File: config.mk
export PLATFORM = sky130hd
export DESIGN_NAME = fetch_pc_unit_flat
export DESIGN_NICKNAME = d
export VERILOG_FILES = /design/src/rtl/fetch_pc_unit_if.sv /design/src/rtl/fetch_pc_unit.sv /design/src/flat_wrapper.sv
export SDC_FILE = /design/constraint.sdc
export NUM_CORES = 1
export LEC_CHECK = 0
export CORE_MARGIN = 4
export CORE_UTILIZATION = 49
export CTS_BUF_LIST = sky130_fd_sc_hd__clkbuf_2
export DETAILED_ROUTE_END_ITERATION = 6
export PLACE_DENSITY = 0.95
export SYNTH_ARGS = -nofsm -noshare
export SYNTH_HDL_FRONTEND = slang
export SYNTH_SLANG_ARGS = --single-unit
File: constraint.sdc
create_clock -name clk -period 3.7 [get_ports clk]
set_input_delay 0.74 -clock clk [delete_from_list [all_inputs] [get_ports clk]]
set_output_delay 0.74 -clock clk [all_outputs]
set_load 0.005 [all_outputs]
File: src/rtl/fetch_pc_unit_if.sv
// Instruction-memory fetch bus between fetch_pc_unit (master) and the
// instruction memory (slave).
//
// Handshake: imem_req is held high, with imem_addr stable, until the memory
// answers. imem_ack qualifies imem_rdata for that one cycle only, and that
// single ack completes the transfer. The master ignores an ack while it is
// not requesting, and imem_rdata is don't-care whenever imem_ack is low.
interface fetch_pc_unit_if #(
  parameter int PC_W = 8
) ();
  logic            imem_req;
  logic [PC_W-1:0] imem_addr;
  logic            imem_ack;
  logic [15:0]     imem_rdata;

  modport master (
    output imem_req,
    output imem_addr,
    input  imem_ack,
    input  imem_rdata
  );

  modport slave (
    input  imem_req,
    input  imem_addr,
    output imem_ack,
    output imem_rdata
  );
endinterface

File: src/rtl/fetch_pc_unit.sv
// Instruction-fetch / program-counter stage.
// The unit fetches a 16-bit word at pc and latches it into the instruction
// register (ir). It presents ir to the decoder for one or more EXEC cycles,
// then advances pc by the decoder's jump/branch decision.
// Optional feature: define FETCH_TIMEOUT_EN to add a fetch-wait timeout. When
// the timeout expires, the unit sets a sticky fetch_err and parks in HALT
// until reset.
module fetch_pc_unit #(
  parameter int PC_W     = 8,
  parameter int RESET_PC = 0,
  parameter int TIMEOUT  = 15
) (
  input  logic               clk,
  input  logic               rst_n,
  fetch_pc_unit_if.master    mem,
  output logic [3:0]         op,
  output logic [15:0]        instr,
  output logic               instr_valid,
  output logic [PC_W-1:0]    pc,
  input  logic               jump,
  input  logic               branch,
  input  logic               stall,
  output logic               fetch_err,
  output logic [1:0]         dbg_state
);

  // A zero or negative timeout would make the wait counter meaningless.
  if (TIMEOUT < 1) begin : g_bad_timeout
    $error("fetch_pc_unit: TIMEOUT must be at least 1");
  end

  typedef enum logic [1:0] {
    S_IDLE  = 2'd0,
    S_FETCH = 2'd1,
    S_EXEC  = 2'd2
`ifdef FETCH_TIMEOUT_EN
    ,S_HALT = 2'd3
`endif
  } state_t;

  state_t          state_q, state_d;
  logic [PC_W-1:0] pc_q;
  logic [15:0]     ir_q;
  logic [PC_W-1:0] pc_inc;
  logic [PC_W-1:0] pc_next;
  logic [PC_W-1:0] jump_tgt;
  logic [PC_W-1:0] br_off;
  logic            fetch_done;
  logic            timeout_hit;

  assign fetch_done = (state_q == S_FETCH) && mem.imem_ack;

`ifdef FETCH_TIMEOUT_EN
  localparam int CW = $clog2(TIMEOUT + 1);
  logic [CW-1:0] wait_cnt;
  logic          err_q;

  // The last waiting cycle that is still allowed is wait_cnt == TIMEOUT-1.
  // An ack in that same cycle still counts as a successful fetch.
  assign timeout_hit = (state_q == S_FETCH) && !mem.imem_ack &&
                       (wait_cnt == CW'(TIMEOUT - 1));

  // The wait counter is zero whenever the unit is outside FETCH, so every
  // FETCH starts its count fresh. The error flag is sticky until reset.
  always_ff @(posedge clk or negedge rst_n) begin
    if (!rst_n) begin
      wait_cnt <= '0;
      err_q    <= 1'b0;
    end else begin
      if (state_q != S_FETCH) begin
        wait_cnt <= '0;
      end else if (!mem.imem_ack) begin
        wait_cnt <= wait_cnt + CW'(1);
      end
      if (timeout_hit) begin
        err_q <= 1'b1;
      end
    end
  end

  assign fetch_err = err_q;
`else
  assign timeout_hit = 1'b0;
  assign fetch_err   = 1'b0;
`endif

  // State register.
  always_ff @(posedge clk or negedge rst_n) begin
    if (!rst_n) begin
      state_q <= S_IDLE;
    end else begin
      state_q <= state_d;
    end
  end

  // Next-state logic: IDLE lasts one cycle, FETCH waits for ack, EXEC waits for !stall.
  always_comb begin
    state_d = state_q;
    case (state_q)
      S_IDLE: begin
        state_d = S_FETCH;
      end
      S_FETCH: begin
        if (fetch_done) begin
          state_d = S_EXEC;
        end else if (timeout_hit) begin
`ifdef FETCH_TIMEOUT_EN
          state_d = S_HALT;
`else
          state_d = S_FETCH;
`endif
        end
      end
      S_EXEC: begin
        if (!stall) begin
          state_d = S_FETCH;
        end
      end
`ifdef FETCH_TIMEOUT_EN
      S_HALT: begin
        state_d = S_HALT;
      end
`endif
      default: begin
        state_d = S_IDLE;
      end
    endcase
  end

  // Bit-wise build of the jump target and branch offset. The jump target is
  // ir[11:0] truncated or zero-extended to PC_W. The branch offset is ir[7:0]
  // sign-extended, or truncated when PC_W < 8.
  always_comb begin
    jump_tgt = '0;
    br_off   = '0;
    for (int i = 0; i < PC_W; i++) begin
      jump_tgt[i] = (i < 12) ? ir_q[(i < 12) ? i : 0] : 1'b0;
      br_off[i]   = ir_q[(i < 8) ? i : 7];
    end
  end

  // PC successor with priority jump > branch > sequential, all modulo 2^PC_W.
  always_comb begin
    pc_inc = pc_q + PC_W'(1);
    if (jump) begin
      pc_next = jump_tgt;
    end else if (branch) begin
      pc_next = pc_inc + br_off;
    end else begin
      pc_next = pc_inc;
    end
  end

  // ir loads only on an accepted ack. pc moves only when EXEC is released,
  // so a stall freezes both registers and masks jump/branch.
  always_ff @(posedge clk or negedge rst_n) begin
    if (!rst_n) begin
      pc_q <= PC_W'(RESET_PC);
      ir_q <= 16'h0000;
    end else begin
      if (fetch_done) begin
        ir_q <= mem.imem_rdata;
      end
      if ((state_q == S_EXEC) && !stall) begin
        pc_q <= pc_next;
      end
    end
  end

  assign mem.imem_req  = (state_q == S_FETCH);
  assign mem.imem_addr = pc_q;
  assign instr_valid   = (state_q == S_EXEC);
  assign op            = ir_q[15:12];
  assign instr         = ir_q;
  assign pc            = pc_q;
  assign dbg_state     = state_q;

endmodule

File: src/flat_wrapper.sv
// flat-port wrapper written by rule: the top's interface ports become plain ports
module fetch_pc_unit_flat 
#(
  parameter int PC_W     = 8,
  parameter int RESET_PC = 0,
  parameter int TIMEOUT  = 15
)
  (clk, rst_n, op, instr, instr_valid, pc, jump, branch, stall, fetch_err, dbg_state, mem_imem_req, mem_imem_addr, mem_imem_ack, mem_imem_rdata);
  fetch_pc_unit_if #(.PC_W(PC_W)) mem_i ();
  input  logic clk;
  input  logic rst_n;
  output logic [3:0] op;
  output logic [15:0] instr;
  output logic instr_valid;
  output logic [PC_W-1:0] pc;
  input  logic jump;
  input  logic branch;
  input  logic stall;
  output logic fetch_err;
  output logic [1:0] dbg_state;
  output wire logic [$bits(mem_i.imem_req)-1:0] mem_imem_req;
  output wire logic [$bits(mem_i.imem_addr)-1:0] mem_imem_addr;
  input wire logic [$bits(mem_i.imem_ack)-1:0] mem_imem_ack;
  input wire logic [$bits(mem_i.imem_rdata)-1:0] mem_imem_rdata;
  assign mem_imem_req = mem_i.imem_req;
  assign mem_imem_addr = mem_i.imem_addr;
  assign mem_i.imem_ack = mem_imem_ack;
  assign mem_i.imem_rdata = mem_imem_rdata;
  fetch_pc_unit #(.PC_W(PC_W), .RESET_PC(RESET_PC), .TIMEOUT(TIMEOUT)) u_core (.clk(clk), .rst_n(rst_n), .mem(mem_i), .op(op), .instr(instr), .instr_valid(instr_valid), .pc(pc), .jump(jump), .branch(branch), .stall(stall), .fetch_err(fetch_err), .dbg_state(dbg_state));
endmodule
Yosys cells after proc, flatten, opt, wreduce, memory -nomap -nowiden
Cells that the tools add are included.
{ "word_totals": {"register_bits": 26, "input_bits": 22, "out_inout_bits": 41, "word_cells": 19} }
{ "classes": {"add_sub_neg": 2, "n_eq_ne": 4, "n_mux": 5, "reduce_logical": 5} }
{ "ops": {"columns": ["cell", "count"], "rows": [
  ["8-bit 2-to-1 mux", 2],
  ["8-bit by 1-bit adder with 8-bit output (second input constant)", 1],
  ["8-bit adder", 1],
  ["2-bit case mux with 3 select lines", 1],
  ["2-bit 2-to-1 mux", 2],
  ["2-bit by 1-bit equality test with 1-bit output (second input constant)", 1],
  ["2-bit equality test (second input constant)", 1],
  ["1-bit logical AND", 2],
  ["2-bit zero test", 1],
  ["2-bit by 1-bit inequality test with 1-bit output (second input constant)", 1],
  ["2-bit inequality test (second input constant)", 1],
  ["2-bit AND reduction", 1],
  ["1-bit zero test", 1]
]} }

Logic depth before layout (Yosys ltp)
{ "depth": {"depth_word": 4, "depth_mapped": 10, "depth_no_buf": 10} }

Worst setup path before layout
OpenSTA, ideal clock, no wires.
{ "synth_path": {"path_type": "reg2reg", "startpoint": "reg u_core.pc_q[0] (netlist: u_core.mem.imem_addr[0])", "endpoint": "reg u_core.pc_q[7] (netlist: u_core.mem.imem_addr[7])", "setup_ps": 127, "arrival_time_ps": 2265, "required_time_ps": 3573, "setup_slack_ps": 1309, "stages_incl_launch_ff": 11, "n_path_buf": 0, "synth_period_minus_slack_ps": 2391, "cell_sequence": "dfrtp_1 ha_1 nand3_1 xnor2_1 ha_1 a21oi_1 o21ai_0 or3_1 a31oi_1 nor4b_2 nand3b_1"} }
{ "synth_via": {"elab_chain_len": 4} }
{ "synth_lines": {"columns": ["item", "line_no", "text"], "rows": [
  ["start, declared", "fetch_pc_unit.sv:42", "logic [PC_W-1:0] pc_q;"],
  ["start signal, assigned", "fetch_pc_unit.sv:158", "pc_q <= PC_W'(RESET_PC);"],
  ["start signal, assigned", "fetch_pc_unit.sv:165", "pc_q <= pc_next;"],
  ["8-bit by 1-bit adder with 8-bit output (*)", "fetch_pc_unit.sv:144", "pc_inc = pc_q + PC_W'(1);"],
  ["8-bit adder", "fetch_pc_unit.sv:148", "pc_next = pc_inc + br_off;"],
  ["8-bit 2-to-1 mux (*)", "fetch_pc_unit.sv:147", "end else if (branch) begin"],
  ["8-bit 2-to-1 mux (*)", "fetch_pc_unit.sv:145", "if (jump) begin"]
]} }
Mark *: on every way between the ends. The rest lies on a longest branch, timed or not.
A chain may end at the register's enable or synchronous reset.

Final worst setup path
Same ends and word-level chain as after synthesis.

==> metrics.log <==
[metrics] area post-placement: 0.002216 mm^2
[metrics] critical path type: flip-flop to flip-flop
[metrics] share of synthesized area occupied by flip-flops and latches: 0.3886
[metrics] CTS H-tree depth: 1
[metrics] Post-CTS Setup Repair Bufs: 0
[metrics] Clock Tree Root: sky130_fd_sc_hd__clkbuf_2
[metrics] capturing element type of the critical path: flip-flop
[metrics] core area: 0.003153 mm^2
[metrics] endpoint arrival time on the critical path: roughly 3.0 ns
[metrics] post-DR vias/cell: 5.560
[metrics] TritonCTS sink count: 26
[metrics] worst reg2reg endpoint: u_core.mem.imem_addr[7]$_DFFE_PN0P_
[metrics] FILL cells: 245
[metrics] Min Clock Period, post-route: 2.719 ns
[metrics] antenna diode count: 0
[metrics] leakage dissipation: 0.0009601 uW
[metrics] die height: 66.45 um
[metrics] fraction of synthesis flops using an asynchronous set or reset pin: 1.000
[metrics] flop-to-flop setup slack: approximately 0.98 ns
[metrics] number of buffers between clock root and the deepest sink: 2
[metrics] peak fanout along the critical path: 10
[metrics] slew at the pin closest to its max-slew limit: 0.8057 ns
[metrics] Max Cap Viol: 0
[metrics] pin count of the biggest net entering global routing: 27
[metrics] Hold Startpoint: u_core.instr[10]$_DFFE_PN0P_
[metrics] number of enable-type register cells in the synthesized netlist: 0
[metrics] highest achievable clock rate: 0.3678 GHz
[metrics] routability cong.: 0.8994
[metrics] worst-case hold path end point: u_core.instr[10]$_DFFE_PN0P_
[metrics] first-pass iteration count of the detailed router: 4
[metrics] start of the worst register-to-register path: u_core.mem.imem_addr[0]$_DFFE_PN0P_
[metrics] Distinct cells, synth: 41
[metrics] GRT Resource Usage Total: 0.1808
[metrics] pwr/cell area: ~930 mW/mm^2
[metrics] worst hold path stage count: 1
[metrics] Peak supply drop: approximately 550 uV
[metrics] via total after detailed routing: 1429
[metrics] number of violations reported at the end of detailed-routing iteration 0: 65
[metrics] number of antenna violations at the first check in global routing: 0
[metrics] Die Area: 0.004416 mm^2
[metrics] boundary pin count: 63
[metrics] final worst-path cycle share: 0.7348
[metrics] global-route wire length before repair: 6.251 mm
[metrics] net count after synthesis: between 150 and 200
[metrics] wire length after detailed routing: 3.761 mm
[metrics] switching share of power: 0.3777
[metrics] post-route antenna net violation count: 0
[metrics] Startpoint Class: flip-flop
[metrics] post-cts hold buffer count: 0
[metrics] power share of the combinational group: 0.632
[metrics] final cell area excluding filler cells: 0.002261 mm^2
[metrics] initial core utilization: 0.5310
[metrics] number of synthesized register bits: 26
[metrics] required time reported for the critical path endpoint: 3.98 ns
[metrics] Post-Route Setup TNS: 0 ns
[metrics] number of core rows: 20
[metrics] worst clock skew: 0.002197 ns
[metrics] core utilization of the finished layout: 0.7171
[metrics] Internal: between 1000 and 1500 uW
[metrics] switching power summed over all nets: 792.6 uW
[metrics] Syn. warnings: 0
[metrics] aggregate global routing overflow: 0
[metrics] number of pins exceeding their max-slew limit in the final report: 0
[metrics] kind of path behind the tightest hold check: flip-flop to flip-flop
[metrics] number of hold violations in the final report: 0
[metrics] routed len/inst: between 10 and 15 um
[metrics] Mean Syn Cell Area: 10.21 um^2
[metrics] result of the run: finished clean
[metrics] CTS tree: built
[metrics] Max-Slew Margin vs Limit: 0.4612
[metrics] count of cells resized by post-cts repair: 0
[metrics] final routed DRC violation total: 0
[metrics] fraction of power consumed by the clock network: 0.086
[metrics] Worst Hold Slack: 0.5283 ns
[metrics] width of the chip: between 60 and 70 um
[metrics] count of input and output buffers: between 60 and 70
[metrics] main flop type after synthesis: sky130_fd_sc_hd__dfrtp_1
[metrics] final layout net count: approximately 250
[metrics] number of buffers added by the clock tree synthesis step: 3
[metrics] Area growth syn-to-layout: 35.05%
[metrics] HPWL after detailed placement: just under 3 mm
[metrics] worst-case reg-to-reg path depth: 10
[metrics] CTS clock-pin slew for the worst setup and hold paths: 0.25 ns
[metrics] number of instances in the synthesized netlist: 164
[metrics] final setup violating endpoints: 0
[metrics] netlist area before placement: 0.001674 mm^2
[metrics] share of power burned in registers: 0.282
[metrics] setup repair after global routing missed its margin: no
[metrics] via count of the first global-routing pass: 1454
[metrics] fraction of final layout cells sized beyond drive strength 1: 0.1080
[metrics] later-pin clock latency in the skew report: approximately 0.36 ns
-- critical path, stage by stage (launching register included) --
cell and delay, ns:
sky130_fd_sc_hd__dfrtp_1 0.55, sky130_fd_sc_hd__ha_1 0.25, sky130_fd_sc_hd__nand3_1 0.11, sky130_fd_sc_hd__xnor2_1 0.22
sky130_fd_sc_hd__ha_1 0.33, sky130_fd_sc_hd__a21oi_1 0.18, sky130_fd_sc_hd__o21ai_0 0.10, sky130_fd_sc_hd__or3_1 0.35
sky130_fd_sc_hd__a31oi_1 0.30, sky130_fd_sc_hd__nor4b_2 0.09, sky130_fd_sc_hd__nand3b_1 0.17
-- synth_stat cells (5+ instances only) --
cell / n / area share
sky130_fd_sc_hd__mux2_2: 15 / 0.10
sky130_fd_sc_hd__buf_4: 13 / 0.058
sky130_fd_sc_hd__a211oi_1: 5 / 0.022
sky130_fd_sc_hd__dfrtp_1: 26 / 0.39
sky130_fd_sc_hd__nor2_1: 5 / 0.011
sky130_fd_sc_hd__o21ai_1: 6 / 0.018
sky130_fd_sc_hd__a21oi_1: 8 / 0.024
sky130_fd_sc_hd__nand2_1: 11 / 0.025
sky130_fd_sc_hd__xnor2_1: 6 / 0.031
sky130_fd_sc_hd__ha_1: 9 / 0.067
sky130_fd_sc_hd__a21o_1: 5 / 0.022
sky130_fd_sc_hd__o21ai_0: 9 / 0.027
-- cells in the final DEF (no fill, tap or decap), types with 2 or more instances in the layout --
master / instances
sky130_fd_sc_hd__o21ai_0: 9
sky130_fd_sc_hd__a31oi_1: 3
sky130_fd_sc_hd__clkbuf_2: 3
sky130_fd_sc_hd__xor2_1: 2
sky130_fd_sc_hd__inv_1: 4
sky130_fd_sc_hd__nand2_1: 11
sky130_fd_sc_hd__nor3_1: 2
sky130_fd_sc_hd__o21ai_1: 6
sky130_fd_sc_hd__dfrtp_1: 26
sky130_fd_sc_hd__xnor2_1: 6
sky130_fd_sc_hd__nor2b_1: 3
sky130_fd_sc_hd__a211oi_1: 5
sky130_fd_sc_hd__ha_1: 9
sky130_fd_sc_hd__a21o_1: 5
sky130_fd_sc_hd__mux2i_1: 2
sky130_fd_sc_hd__clkdlybuf4s50_1: 61
sky130_fd_sc_hd__mux2_2: 15
sky130_fd_sc_hd__nand3b_1: 2
sky130_fd_sc_hd__and3_1: 2
sky130_fd_sc_hd__nand2b_1: 2
sky130_fd_sc_hd__nand3_1: 4
sky130_fd_sc_hd__a21oi_1: 8
sky130_fd_sc_hd__nor2_1: 5
-- flip-flops by register name, summed over array words and instances, names as in the netlist --
register and flops:
u_core.instr 16, u_core.mem.imem_addr 8, u_core.dbg_state 2
-- per-stage QoR --
stage                     total power (uW)  instances  worst slack (ns)
final                                 2099        257            0.9814
after floorplan                       1398        164             1.309
after detailed placement              1925        253             1.058
after CTS                             2111        257             1.023
after global routing                  2285        257            0.7295
after global placement                1874        253             1.190
-- logic make-up after synthesis --
kind of cell | count (synthesis) | synth area share
multiplexers | 18 | 0.1196
other | 1 | 0.002240
adder cells (fa/ha/maj) | 10 | 0.07922
XOR/XNOR | 8 | 0.04186
buffers and inverters | 21 | 0.08744
flip-flops | 26 | 0.3886
AND/OR/NAND/NOR | 37 | 0.1211
AO/OA/AOI/OAI | 43 | 0.1600
-- worst max-delay path by stage --
stage | startpoint | endpoint | cells after the start
after floorplan | u_core.mem.imem_addr[0]$_DFFE_PN0P_ | u_core.mem.imem_addr[7]$_DFFE_PN0P_ | 10
after global placement | u_core.mem.imem_addr[0]$_DFFE_PN0P_ | u_core.mem.imem_addr[7]$_DFFE_PN0P_ | 10
after detailed placement | u_core.mem.imem_addr[0]$_DFFE_PN0P_ | u_core.mem.imem_addr[7]$_DFFE_PN0P_ | 10
after CTS | u_core.mem.imem_addr[0]$_DFFE_PN0P_ | u_core.mem.imem_addr[7]$_DFFE_PN0P_ | 10
after global routing | u_core.mem.imem_addr[0]$_DFFE_PN0P_ | u_core.mem.imem_addr[7]$_DFFE_PN0P_ | 10
final | u_core.mem.imem_addr[0]$_DFFE_PN0P_ | u_core.mem.imem_addr[7]$_DFFE_PN0P_ | 10
-- cell type report --
class / instances / area, um^2 / share of cell area
Tap cell: 44 / 55.05 / 0.02435
Timing Repair Buffer: 62 / 618.1 / 0.2734
Inverter: 4 / 15.01 / 0.006641
Clock buffer: 3 / 15.01 / 0.006641
Clock inverter: 1 / 30.03 / 0.01328
Sequential cell: 26 / 650.6 / 0.2878
Multi-Input combinational cell: 117 / 877.1 / 0.3879
-- power groups by stage --
stage	Sequential (uW)	Combinational, uW	Clock, uW
after floorplan	577	821	0
after detailed placement	597	1330	0
after global placement	588	1290	0
after CTS	589	1340	186
final	592	1330	181
after global routing	621	1460	202
-- routing by layer --
metal	wire, um	share of wire	vias to the layer above	global-route usage
li1	-	-	679	-
met2	1839	0.49	57	0.3048
met1	1610	0.43	685	0.2206
met3	256	0.068	8	0.04047
met4	55	0.015	0	0.07614
met5	0	0	-	0
Note: power is estimated with default switching activity, not from simulation.
